File: config.mk
export PLATFORM = sky130hd
export DESIGN_NAME = trap_ctrl_flat
export DESIGN_NICKNAME = d
export VERILOG_FILES = /design/src/rtl/trap_pkg.sv /design/src/rtl/trap_ctrl_if.sv /design/src/rtl/irq_prio.sv /design/src/rtl/trap_ctrl.sv /design/src/flat_wrapper.sv
export SDC_FILE = /design/constraint.sdc
export NUM_CORES = 1
export LEC_CHECK = 0
export BUFFER_PORTS_ARGS = -buffer_cell sky130_fd_sc_hd__buf_4
export CAP_MARGIN = 10
export CORE_ASPECT_RATIO = 1.2
export CORE_MARGIN = 4
export CORE_UTILIZATION = 39
export DETAILED_ROUTE_END_ITERATION = 10
export PLACE_DENSITY = 0.78
export REMOVE_ABC_BUFFERS = 1
export SKIP_LAST_GASP = 1
export SLEW_MARGIN = 0
export SYNTH_ARGS = -nofsm -noshare
export SYNTH_HDL_FRONTEND = slang
export SYNTH_SLANG_ARGS = --single-unit
File: constraint.sdc
create_clock -name ctrl_clk -period 1.5 [get_ports ctrl_clk]
set_clock_uncertainty 0.2 [all_clocks]
set_input_delay 0.075 -clock ctrl_clk [delete_from_list [all_inputs] [get_ports ctrl_clk]]
set_output_delay 0.075 -clock ctrl_clk [all_outputs]
set_load 0.05 [all_outputs]
File: src/rtl/trap_pkg.sv
// trap_pkg: shared types and constants for the machine-mode trap sequencer.
//   state_e : sequencer states IDLE -> DRAIN -> COMMIT -> REDIRECT
//   kind_e  : latched request kind (exception, mret, interrupt)
//   IRQ_*   : mcause codes of the three M-mode interrupt sources
//   MTVEC_* : mtvec[1:0] mode encodings
package trap_pkg;

   localparam int unsigned XLEN   = 32;
   localparam int unsigned CODE_W = 4;
   localparam int unsigned INFO_W = CODE_W + 1;

   localparam logic [CODE_W-1:0] IRQ_MSI = 4'd3;
   localparam logic [CODE_W-1:0] IRQ_MTI = 4'd7;
   localparam logic [CODE_W-1:0] IRQ_MEI = 4'd11;

   localparam logic [1:0] MTVEC_DIRECT   = 2'd0;
   localparam logic [1:0] MTVEC_VECTORED = 2'd1;

   typedef enum logic [1:0] {IDLE, DRAIN, COMMIT, REDIRECT} state_e;
   typedef enum logic [1:0] {K_EXC, K_MRET, K_IRQ} kind_e;

endpackage

File: src/rtl/trap_ctrl_if.sv
// trap_ctrl_if: pipeline-control / CSR-file side bundle of the trap sequencer.
//   master : pipeline + CSR file (drives requests, interrupt lines, CSR values)
//   slave  : trap_ctrl (drives ack, hold, CSR strobes and the PC redirect)
interface trap_ctrl_if;
   import trap_pkg::*;

   logic              exc_req;
   logic [CODE_W-1:0] exc_code;
   logic [XLEN-1:0]   exc_pc;
   logic              mret_req;
   logic [XLEN-1:0]   irq_pc;
   logic              irq_msip;
   logic              irq_mtip;
   logic              irq_meip;
   logic              csr_mie;
   logic [XLEN-1:0]   csr_mie_reg;
   logic [XLEN-1:0]   csr_mtvec;
   logic [XLEN-1:0]   csr_mepc;
   logic              pipe_drained;

   logic              req_ack;
   logic              pipe_hold;
   logic              ctrl_trap;
   logic              ctrl_mret;
   logic [INFO_W-1:0] trap_info;
   logic [XLEN-1:0]   trap_pc;
   logic              redirect_valid;
   logic [XLEN-1:0]   redirect_pc;

   modport master (
      output exc_req, exc_code, exc_pc, mret_req, irq_pc,
             irq_msip, irq_mtip, irq_meip, csr_mie, csr_mie_reg,
             csr_mtvec, csr_mepc, pipe_drained,
      input  req_ack, pipe_hold, ctrl_trap, ctrl_mret, trap_info,
             trap_pc, redirect_valid, redirect_pc
   );

   modport slave (
      input  exc_req, exc_code, exc_pc, mret_req, irq_pc,
             irq_msip, irq_mtip, irq_meip, csr_mie, csr_mie_reg,
             csr_mtvec, csr_mepc, pipe_drained,
      output req_ack, pipe_hold, ctrl_trap, ctrl_mret, trap_info,
             trap_pc, redirect_valid, redirect_pc
   );

endinterface

File: src/rtl/irq_prio.sv
// irq_prio: combinational qualified-interrupt priority encoder (MEI > MSI > MTI).
//   i_mie              : mstatus.MIE global enable
//   i_msip/i_mtip/i_meip : interrupt lines
//   i_msie/i_mtie/i_meie : per-source enables from mie
//   o_valid_c/o_code_c : highest-priority qualified source
//   o_qual_c           : per-source qualification {mei, mti, msi}
module irq_prio
   import trap_pkg::*;
(
   input  logic              i_mie,
   input  logic              i_msip,
   input  logic              i_mtip,
   input  logic              i_meip,
   input  logic              i_msie,
   input  logic              i_mtie,
   input  logic              i_meie,
   output logic              o_valid_c,
   output logic [CODE_W-1:0] o_code_c,
   output logic [2:0]        o_qual_c
);

   assign o_qual_c = {i_mie & i_meip & i_meie,
                      i_mie & i_mtip & i_mtie,
                      i_mie & i_msip & i_msie};

   always_comb begin
      o_valid_c = 1'b1;
      o_code_c  = '0;
      if (o_qual_c[2])      o_code_c = IRQ_MEI;
      else if (o_qual_c[0]) o_code_c = IRQ_MSI;
      else if (o_qual_c[1]) o_code_c = IRQ_MTI;
      else                  o_valid_c = 1'b0;
   end

endmodule

File: src/rtl/trap_ctrl.sv
// trap_ctrl: decides when the M-mode CSR file takes a trap or executes mret.
// Picks a source in IDLE, holds the pipeline until it drains, pulses the CSR
// trap strobe for one cycle, then issues one PC redirect (mtvec or mepc).
//   ctrl_clk   : clock
//   ctrl_reset : synchronous active-high reset
//   bus        : trap_ctrl_if.slave (requests, interrupt lines, CSRs in;
//                ack, hold, trap strobes, redirect out)
// Optional: TRAP_CTRL_VECTORED_EN enables vectored interrupt redirects.
module trap_ctrl
   import trap_pkg::*;
(
   input  logic        ctrl_clk,
   input  logic        ctrl_reset,
   trap_ctrl_if.slave  bus
);

   state_e            r_state;
   kind_e             r_kind;
   logic [CODE_W-1:0] r_code;
   logic [XLEN-1:0]   r_pc;

   logic              r_req_ack;
   logic              r_pipe_hold;
   logic              r_ctrl_trap;
   logic              r_ctrl_mret;
   logic [INFO_W-1:0] r_trap_info;
   logic [XLEN-1:0]   r_trap_pc;
   logic              r_redirect_valid;
   logic [XLEN-1:0]   r_redirect_pc;

   logic              w_irq_valid;
   logic [CODE_W-1:0] w_irq_code;
   logic [2:0]        w_irq_qual;
   logic              w_lat_qual;
   logic [XLEN-1:0]   w_base;
   logic [XLEN-1:0]   w_target;
   logic              w_unused;

   irq_prio u_irq_prio (
      .i_mie     (bus.csr_mie),
      .i_msip    (bus.irq_msip),
      .i_mtip    (bus.irq_mtip),
      .i_meip    (bus.irq_meip),
      .i_msie    (bus.csr_mie_reg[IRQ_MSI]),
      .i_mtie    (bus.csr_mie_reg[IRQ_MTI]),
      .i_meie    (bus.csr_mie_reg[IRQ_MEI]),
      .o_valid_c (w_irq_valid),
      .o_code_c  (w_irq_code),
      .o_qual_c  (w_irq_qual)
   );

   // Is the latched interrupt source still qualified (spurious-abort check)
   always_comb begin
      w_lat_qual = 1'b0;
      case (r_code)
         IRQ_MSI: w_lat_qual = w_irq_qual[0];
         IRQ_MTI: w_lat_qual = w_irq_qual[1];
         IRQ_MEI: w_lat_qual = w_irq_qual[2];
         default: w_lat_qual = 1'b0;
      endcase
   end

   // Redirect target; mtvec modes 2/3 fall through to direct
   assign w_base = {bus.csr_mtvec[XLEN-1:2], 2'b00};

   always_comb begin
      w_target = w_base;
      if (r_kind == K_MRET) begin
         w_target = bus.csr_mepc;
      end
`ifdef TRAP_CTRL_VECTORED_EN
      else if (r_kind == K_IRQ && bus.csr_mtvec[1:0] == MTVEC_VECTORED) begin
         w_target = w_base + XLEN'({r_code, 2'b00});
      end
`endif
   end

`ifdef TRAP_CTRL_VECTORED_EN
   assign w_unused = ^{bus.csr_mie_reg[31:12], bus.csr_mie_reg[10:8],
                       bus.csr_mie_reg[6:4], bus.csr_mie_reg[2:0]};
`else
   assign w_unused = ^{bus.csr_mie_reg[31:12], bus.csr_mie_reg[10:8],
                       bus.csr_mie_reg[6:4], bus.csr_mie_reg[2:0],
                       bus.csr_mtvec[1:0]};
`endif

   // Sequencer; every output is registered and changes together with the state
   always_ff @(posedge ctrl_clk) begin
      if (ctrl_reset) begin
         r_state          <= IDLE;
         r_kind           <= K_EXC;
         r_code           <= '0;
         r_pc             <= '0;
         r_req_ack        <= 1'b0;
         r_pipe_hold      <= 1'b0;
         r_ctrl_trap      <= 1'b0;
         r_ctrl_mret      <= 1'b0;
         r_trap_info      <= '0;
         r_trap_pc        <= '0;
         r_redirect_valid <= 1'b0;
         r_redirect_pc    <= '0;
      end else begin
         r_req_ack        <= 1'b0;
         r_ctrl_trap      <= 1'b0;
         r_ctrl_mret      <= 1'b0;
         r_trap_info      <= '0;
         r_trap_pc        <= '0;
         r_redirect_valid <= 1'b0;
         r_redirect_pc    <= '0;
         case (r_state)
            IDLE: begin
               if (bus.exc_req || bus.mret_req || w_irq_valid) begin
                  r_state     <= DRAIN;
                  r_pipe_hold <= 1'b1;
               end
               if (bus.exc_req) begin
                  r_kind <= K_EXC;
                  r_code <= bus.exc_code;
                  r_pc   <= bus.exc_pc;
               end else if (bus.mret_req) begin
                  r_kind <= K_MRET;
                  r_code <= '0;
                  r_pc   <= '0;
               end else if (w_irq_valid) begin
                  r_kind <= K_IRQ;
                  r_code <= w_irq_code;
                  r_pc   <= bus.irq_pc;
               end
            end
            DRAIN: begin
               if (r_kind == K_IRQ && bus.exc_req) begin
                  // Exception belongs to an older instruction: it displaces the interrupt
                  r_kind <= K_EXC;
                  r_code <= bus.exc_code;
                  r_pc   <= bus.exc_pc;
               end else if (r_kind == K_IRQ && !w_lat_qual) begin
                  r_state     <= IDLE;
                  r_pipe_hold <= 1'b0;
               end else if (bus.pipe_drained) begin
                  r_state     <= COMMIT;
                  r_ctrl_trap <= 1'b1;
                  r_req_ack   <= (r_kind != K_IRQ);
                  if (r_kind == K_MRET) begin
                     r_ctrl_mret <= 1'b1;
                  end else begin
                     r_trap_info <= {r_kind == K_IRQ, r_code};
                     r_trap_pc   <= r_pc;
                  end
               end
            end
            COMMIT: begin
               r_state          <= REDIRECT;
               r_redirect_valid <= 1'b1;
               r_redirect_pc    <= w_target;
            end
            REDIRECT: begin
               r_state     <= IDLE;
               r_pipe_hold <= 1'b0;
            end
            default: r_state <= IDLE;
         endcase
      end
   end

   assign bus.req_ack        = r_req_ack;
   assign bus.pipe_hold      = r_pipe_hold;
   assign bus.ctrl_trap      = r_ctrl_trap;
   assign bus.ctrl_mret      = r_ctrl_mret;
   assign bus.trap_info      = r_trap_info;
   assign bus.trap_pc        = r_trap_pc;
   assign bus.redirect_valid = r_redirect_valid;
   assign bus.redirect_pc    = r_redirect_pc;

endmodule

File: src/flat_wrapper.sv
// flat-port wrapper written by rule: the top's interface ports become plain ports
module trap_ctrl_flat import trap_pkg::*;
  (ctrl_clk, ctrl_reset, bus_exc_req, bus_exc_code, bus_exc_pc, bus_mret_req, bus_irq_pc, bus_irq_msip, bus_irq_mtip, bus_irq_meip, bus_csr_mie, bus_csr_mie_reg, bus_csr_mtvec, bus_csr_mepc, bus_pipe_drained, bus_req_ack, bus_pipe_hold, bus_ctrl_trap, bus_ctrl_mret, bus_trap_info, bus_trap_pc, bus_redirect_valid, bus_redirect_pc);
  trap_ctrl_if bus_i ();
  input  logic ctrl_clk;
  input  logic ctrl_reset;
  input wire logic [$bits(bus_i.exc_req)-1:0] bus_exc_req;
  input wire logic [$bits(bus_i.exc_code)-1:0] bus_exc_code;
  input wire logic [$bits(bus_i.exc_pc)-1:0] bus_exc_pc;
  input wire logic [$bits(bus_i.mret_req)-1:0] bus_mret_req;
  input wire logic [$bits(bus_i.irq_pc)-1:0] bus_irq_pc;
  input wire logic [$bits(bus_i.irq_msip)-1:0] bus_irq_msip;
  input wire logic [$bits(bus_i.irq_mtip)-1:0] bus_irq_mtip;
  input wire logic [$bits(bus_i.irq_meip)-1:0] bus_irq_meip;
  input wire logic [$bits(bus_i.csr_mie)-1:0] bus_csr_mie;
  input wire logic [$bits(bus_i.csr_mie_reg)-1:0] bus_csr_mie_reg;
  input wire logic [$bits(bus_i.csr_mtvec)-1:0] bus_csr_mtvec;
  input wire logic [$bits(bus_i.csr_mepc)-1:0] bus_csr_mepc;
  input wire logic [$bits(bus_i.pipe_drained)-1:0] bus_pipe_drained;
  output wire logic [$bits(bus_i.req_ack)-1:0] bus_req_ack;
  output wire logic [$bits(bus_i.pipe_hold)-1:0] bus_pipe_hold;
  output wire logic [$bits(bus_i.ctrl_trap)-1:0] bus_ctrl_trap;
  output wire logic [$bits(bus_i.ctrl_mret)-1:0] bus_ctrl_mret;
  output wire logic [$bits(bus_i.trap_info)-1:0] bus_trap_info;
  output wire logic [$bits(bus_i.trap_pc)-1:0] bus_trap_pc;
  output wire logic [$bits(bus_i.redirect_valid)-1:0] bus_redirect_valid;
  output wire logic [$bits(bus_i.redirect_pc)-1:0] bus_redirect_pc;
  assign bus_i.exc_req = bus_exc_req;
  assign bus_i.exc_code = bus_exc_code;
  assign bus_i.exc_pc = bus_exc_pc;
  assign bus_i.mret_req = bus_mret_req;
  assign bus_i.irq_pc = bus_irq_pc;
  assign bus_i.irq_msip = bus_irq_msip;
  assign bus_i.irq_mtip = bus_irq_mtip;
  assign bus_i.irq_meip = bus_irq_meip;
  assign bus_i.csr_mie = bus_csr_mie;
  assign bus_i.csr_mie_reg = bus_csr_mie_reg;
  assign bus_i.csr_mtvec = bus_csr_mtvec;
  assign bus_i.csr_mepc = bus_csr_mepc;
  assign bus_i.pipe_drained = bus_pipe_drained;
  assign bus_req_ack = bus_i.req_ack;
  assign bus_pipe_hold = bus_i.pipe_hold;
  assign bus_ctrl_trap = bus_i.ctrl_trap;
  assign bus_ctrl_mret = bus_i.ctrl_mret;
  assign bus_trap_info = bus_i.trap_info;
  assign bus_trap_pc = bus_i.trap_pc;
  assign bus_redirect_valid = bus_i.redirect_valid;
  assign bus_redirect_pc = bus_i.redirect_pc;
  trap_ctrl u_core (.ctrl_clk(ctrl_clk), .ctrl_reset(ctrl_reset), .bus(bus_i));
endmodule
==> results by group <==
Synthesis
  – Synth warn: 0
  – Largest area contributor in the netlist: dfxtp_1
  – Mapped Area: 0.004309 mm^2
  – Number of synthesized register bits: 114
  – Number of synthesized flops with an enable pin: 0
  – Post-synthesis async set-or-reset flop share: 0
  – Most frequent cell after synthesis: nand2_1
  – Synth top area cells: dfxtp_1, nand2_1, and3_1
  – Most common library cells after synthesis: nand2_1, dfxtp_1, and3_1
  – Part of the Yosys area used for sequential elements: 0.5296
  – Synth Flop Type: dfxtp_1
  – Synth unique cells: 44
  – Number of cells produced by synthesis: 475
  – Post-Syn Area per Cell: 9.072 um^2
  – Synth top area share: 0.5296

Timing
  – Setup violators final: 110
  – Slew margin rel.: 0.6156
  – Hold slack: -0.06038 ns
  – Worst-margin pin slew: 0.5747 ns
  – Period utilization: 1.264
  – Hold Violations, Final: 2
  – Crit path time final: 1.897 ns
  – Final Max Slew Viols: 0
  – Setup slack after layout: -0.3965 ns
  – Fmax: 0.5273 GHz
  – RSZ-0062 raised after global routing: yes

Setup path
  – Arr. time, crit path: 1.94 ns
  – Reg2Reg Depth: 4
  – Crit path largest cell delay: 0.45 ns
  – Required @ worst endpoint: 1.54 ns
  – Crit path capture type: flop
  – Crit path kind: flop to flop
  – Critical-path cell list: buf_8 -> o32a_4 -> a222oi_1 -> nor3_1
  – Startpoint Class: flop
  – Crit Reg-Reg Endpoint: u_core.r_pc[24]
  – Buf/Inv on CP: 1
  – R2r setup slk: -0.40 ns
  – R2R Path Start: u_core.r_state[0]
  – CP delay by family, top: compound AO/OA/AOI/OAI gates
  – Max FO, Critical Path: 8
  – CP max-delay cell: a222oi_1

Placed design
  – Dpl cell area: 0.006271 mm^2
  – Estimated wirelength of the detail-placed design: 9890 um
  – Number of port buffers: 215
  – DP Cell Count: 820
  – Gpl congestion: 0.8419

Detailed routing
  – Iteration-0 DRC Markers: 547
  – First drt pass iteration count: 5
  – Routed Antenna Nets: 0
  – Routed len/inst: 23.74 um
  – Via Count: 5,983
  – Vias/cell: 5.814
  – Routed WL: 24,430 um
  – DRC violations left: 0

GRT
  – Grt met1 use: 0.3557
  – Met2 Track Usage GR: 0.6053
  – Vias in the first global route: 6,136
  – GR Util met3: 0.08930
  – Total GRT Usage: 0.3321
  – Largest net degree at the start of global routing: 36
  – Initial antenna violation count: 1
  – Most used routing layer: met2
  – First-pass GRT wire length: 33,200 um
  – Congestion Overflow GR: 0

Clock network
  – Worst-Skew Late Latency: 0.40 ns
  – CTS tree: built
  – Clock transition at path regs: 0.05 ns
  – CTS sink count: 114
  – Max Buffers Root-to-Sink: 2
  – Max H-tree Level: 4
  – Clock Tree Root: clkbuf_16
  – Num CTS Buffers: 17

Layout
  – Area of the multi-input gates: 0.002211 mm^2
  – Layout cells sized above 1: 0.4644
  – Cell area after layout: 0.009335 mm^2
  – Storage cell area: 0.002295 mm^2
  – Synthesis-to-layout area growth: 116.6%
  – Total Nets Final: 1,060
  – Layout fillers: 430
  – Fin cells: 1,029

Floorplanning
  – I/O Pins: 247
  – Die span in x: 104.0 um
  – Core area: 0.01067 mm^2
  – # rows: 41
  – Chip Height: 123.1 um
  – Total die area: 0.01280 mm^2
  – Initial Util: 0.4038

Outcome
  – Status: complete, but fails checks
  – Violations in the final reports: negative hold slack, negative setup slack

Power and ir drop
  – Lkg Pwr: 4.272 nW
  – Peak VDD IR: 0.7596 mV
  – PwrDens: 1019 mW/mm^2

Hold path
  – Hold path start: ctrl_reset
  – Hold Crit Endpoint: u_core.bus.ctrl_mret
  – Hold Path Cell Cnt: 4
  – Hold WC Path Type: input port to flop

Run
  – Max Cap Violations: 0
## through the flow
step / utilization / worst slack [ns] / power, mW / setup TNS [ns]
3_3_place_gp: 0.5877 / -0.2529 / 4.534 / -15.93
4_1_cts: 0.8260 / -0.2067 / 9.115 / -13.00
2_1_floorplan: - / -0.6667 / 3.873 / -50.05
3_5_place_dp: 0.5877 / -0.3606 / 4.566 / -19.56
5_1_grt: 0.8746 / -0.5741 / 9.750 / -27.87
6_report: 0.8749 / -0.3965 / 9.512 / -24.04
## placed cells by master (no fill, tap or decap), drive strengths merged, types with 2 or more instances in the layout
master and n:
o211ai 25, clkinvlp 2, bufinv 3, nand2b 6, a211o 2, nor2 8, clkinv 6, diode 2
dfxtp 114, a222oi 8, a31o 2, inv 4, buf 293, nand2 116, nor4 2, nand4 26
a21oi 38, and3 38, dlygate4sd3 138, clkbuf 25, nor3 19, nand3 3, nor2b 2, a31oi 2
## tightest hold or removal path, delay by kind of cell
| family | cells | cell delay, ns |
|---|---|---|
| simple gates | 2 | 0.20 |
| buf+inv | 2 | 0.22 |
## where the power goes
group	total (mW)	internal (mW)	leakage [nW]	switching (mW)
Combinational	2.12	1.10	3.05	1.02
Sequential	3.29	3.18	0.929	0.102
Clock	4.10	2.71	0.294	1.39
Total	9.51	7.00	4.27	2.51
## layout make-up
type	count	share of cell area
inverter	5	0.002547
multi-input combinational	313	0.2368
antenna	2	0.0005361
tap	129	0.01729
timing repair buffer	436	0.4326
clock buffer	20	0.04999
clock inverter	10	0.01434
sequential	114	0.2458
## metal layers
layer  part of all wire  routed length [um]
met1               0.34                8397
met2               0.51               12380
met5                  0                   0
met4              0.061                1500
met3              0.088                2153
## how the worst max path moves through the flow
stage / endpoint / cells past startpoint / startpoint / slack [ns]
after global placement: u_core.bus.trap_pc[10] / 5 / u_core.r_state[0] / -0.25
after detailed placement: u_core.r_pc[4] / 5 / flop / -0.36
final: u_core.r_pc[24] / 4 / u_core.r_state[0] / -0.40
after floorplan: u_core.r_pc[13] / 4 / flop / -0.67
after CTS: u_core.bus.trap_pc[19] / 7 / flop / -0.21
after global routing: u_core.r_pc[24] / 6 / flop / -0.57
## registers in the layout, indices dropped and copies added, names as in the netlist, named ones only
signal,count
u_core.bus.pipe_hold,1
u_core.bus.ctrl_trap,1
u_core.r_code,4
u_core.bus.ctrl_mret,1
u_core.r_kind,2
u_core.bus.redirect_pc,32
u_core.r_state,1
u_core.r_pc,32
u_core.bus.redirect_valid,1
u_core.bus.trap_pc,32
u_core.bus.trap_info,5
u_core.bus.req_ack,1
## logic make-up after synthesis
kind of cell           Yosys count  synth area share
AOI/OAI and AO/OA               87            0.1420
buffers and inverters           48           0.06504
DFF                            114            0.5296
and+or+nand+nor                226            0.2634
## what timing repair did
| action | CTS | global route |
|---|---|---|
| pin swaps | 9 | 51 |
| endpoints found under the setup margin | 85 | 111 |
| gates resized for setup | 55 | 103 |
| hold buffers | 137 | 1 |
| gates cloned | 9 | 6 |
| hold endpoints to repair | 73 | 3 |
| buffers inserted | 21 | 13 |
(Power assumes the default switching activity.)
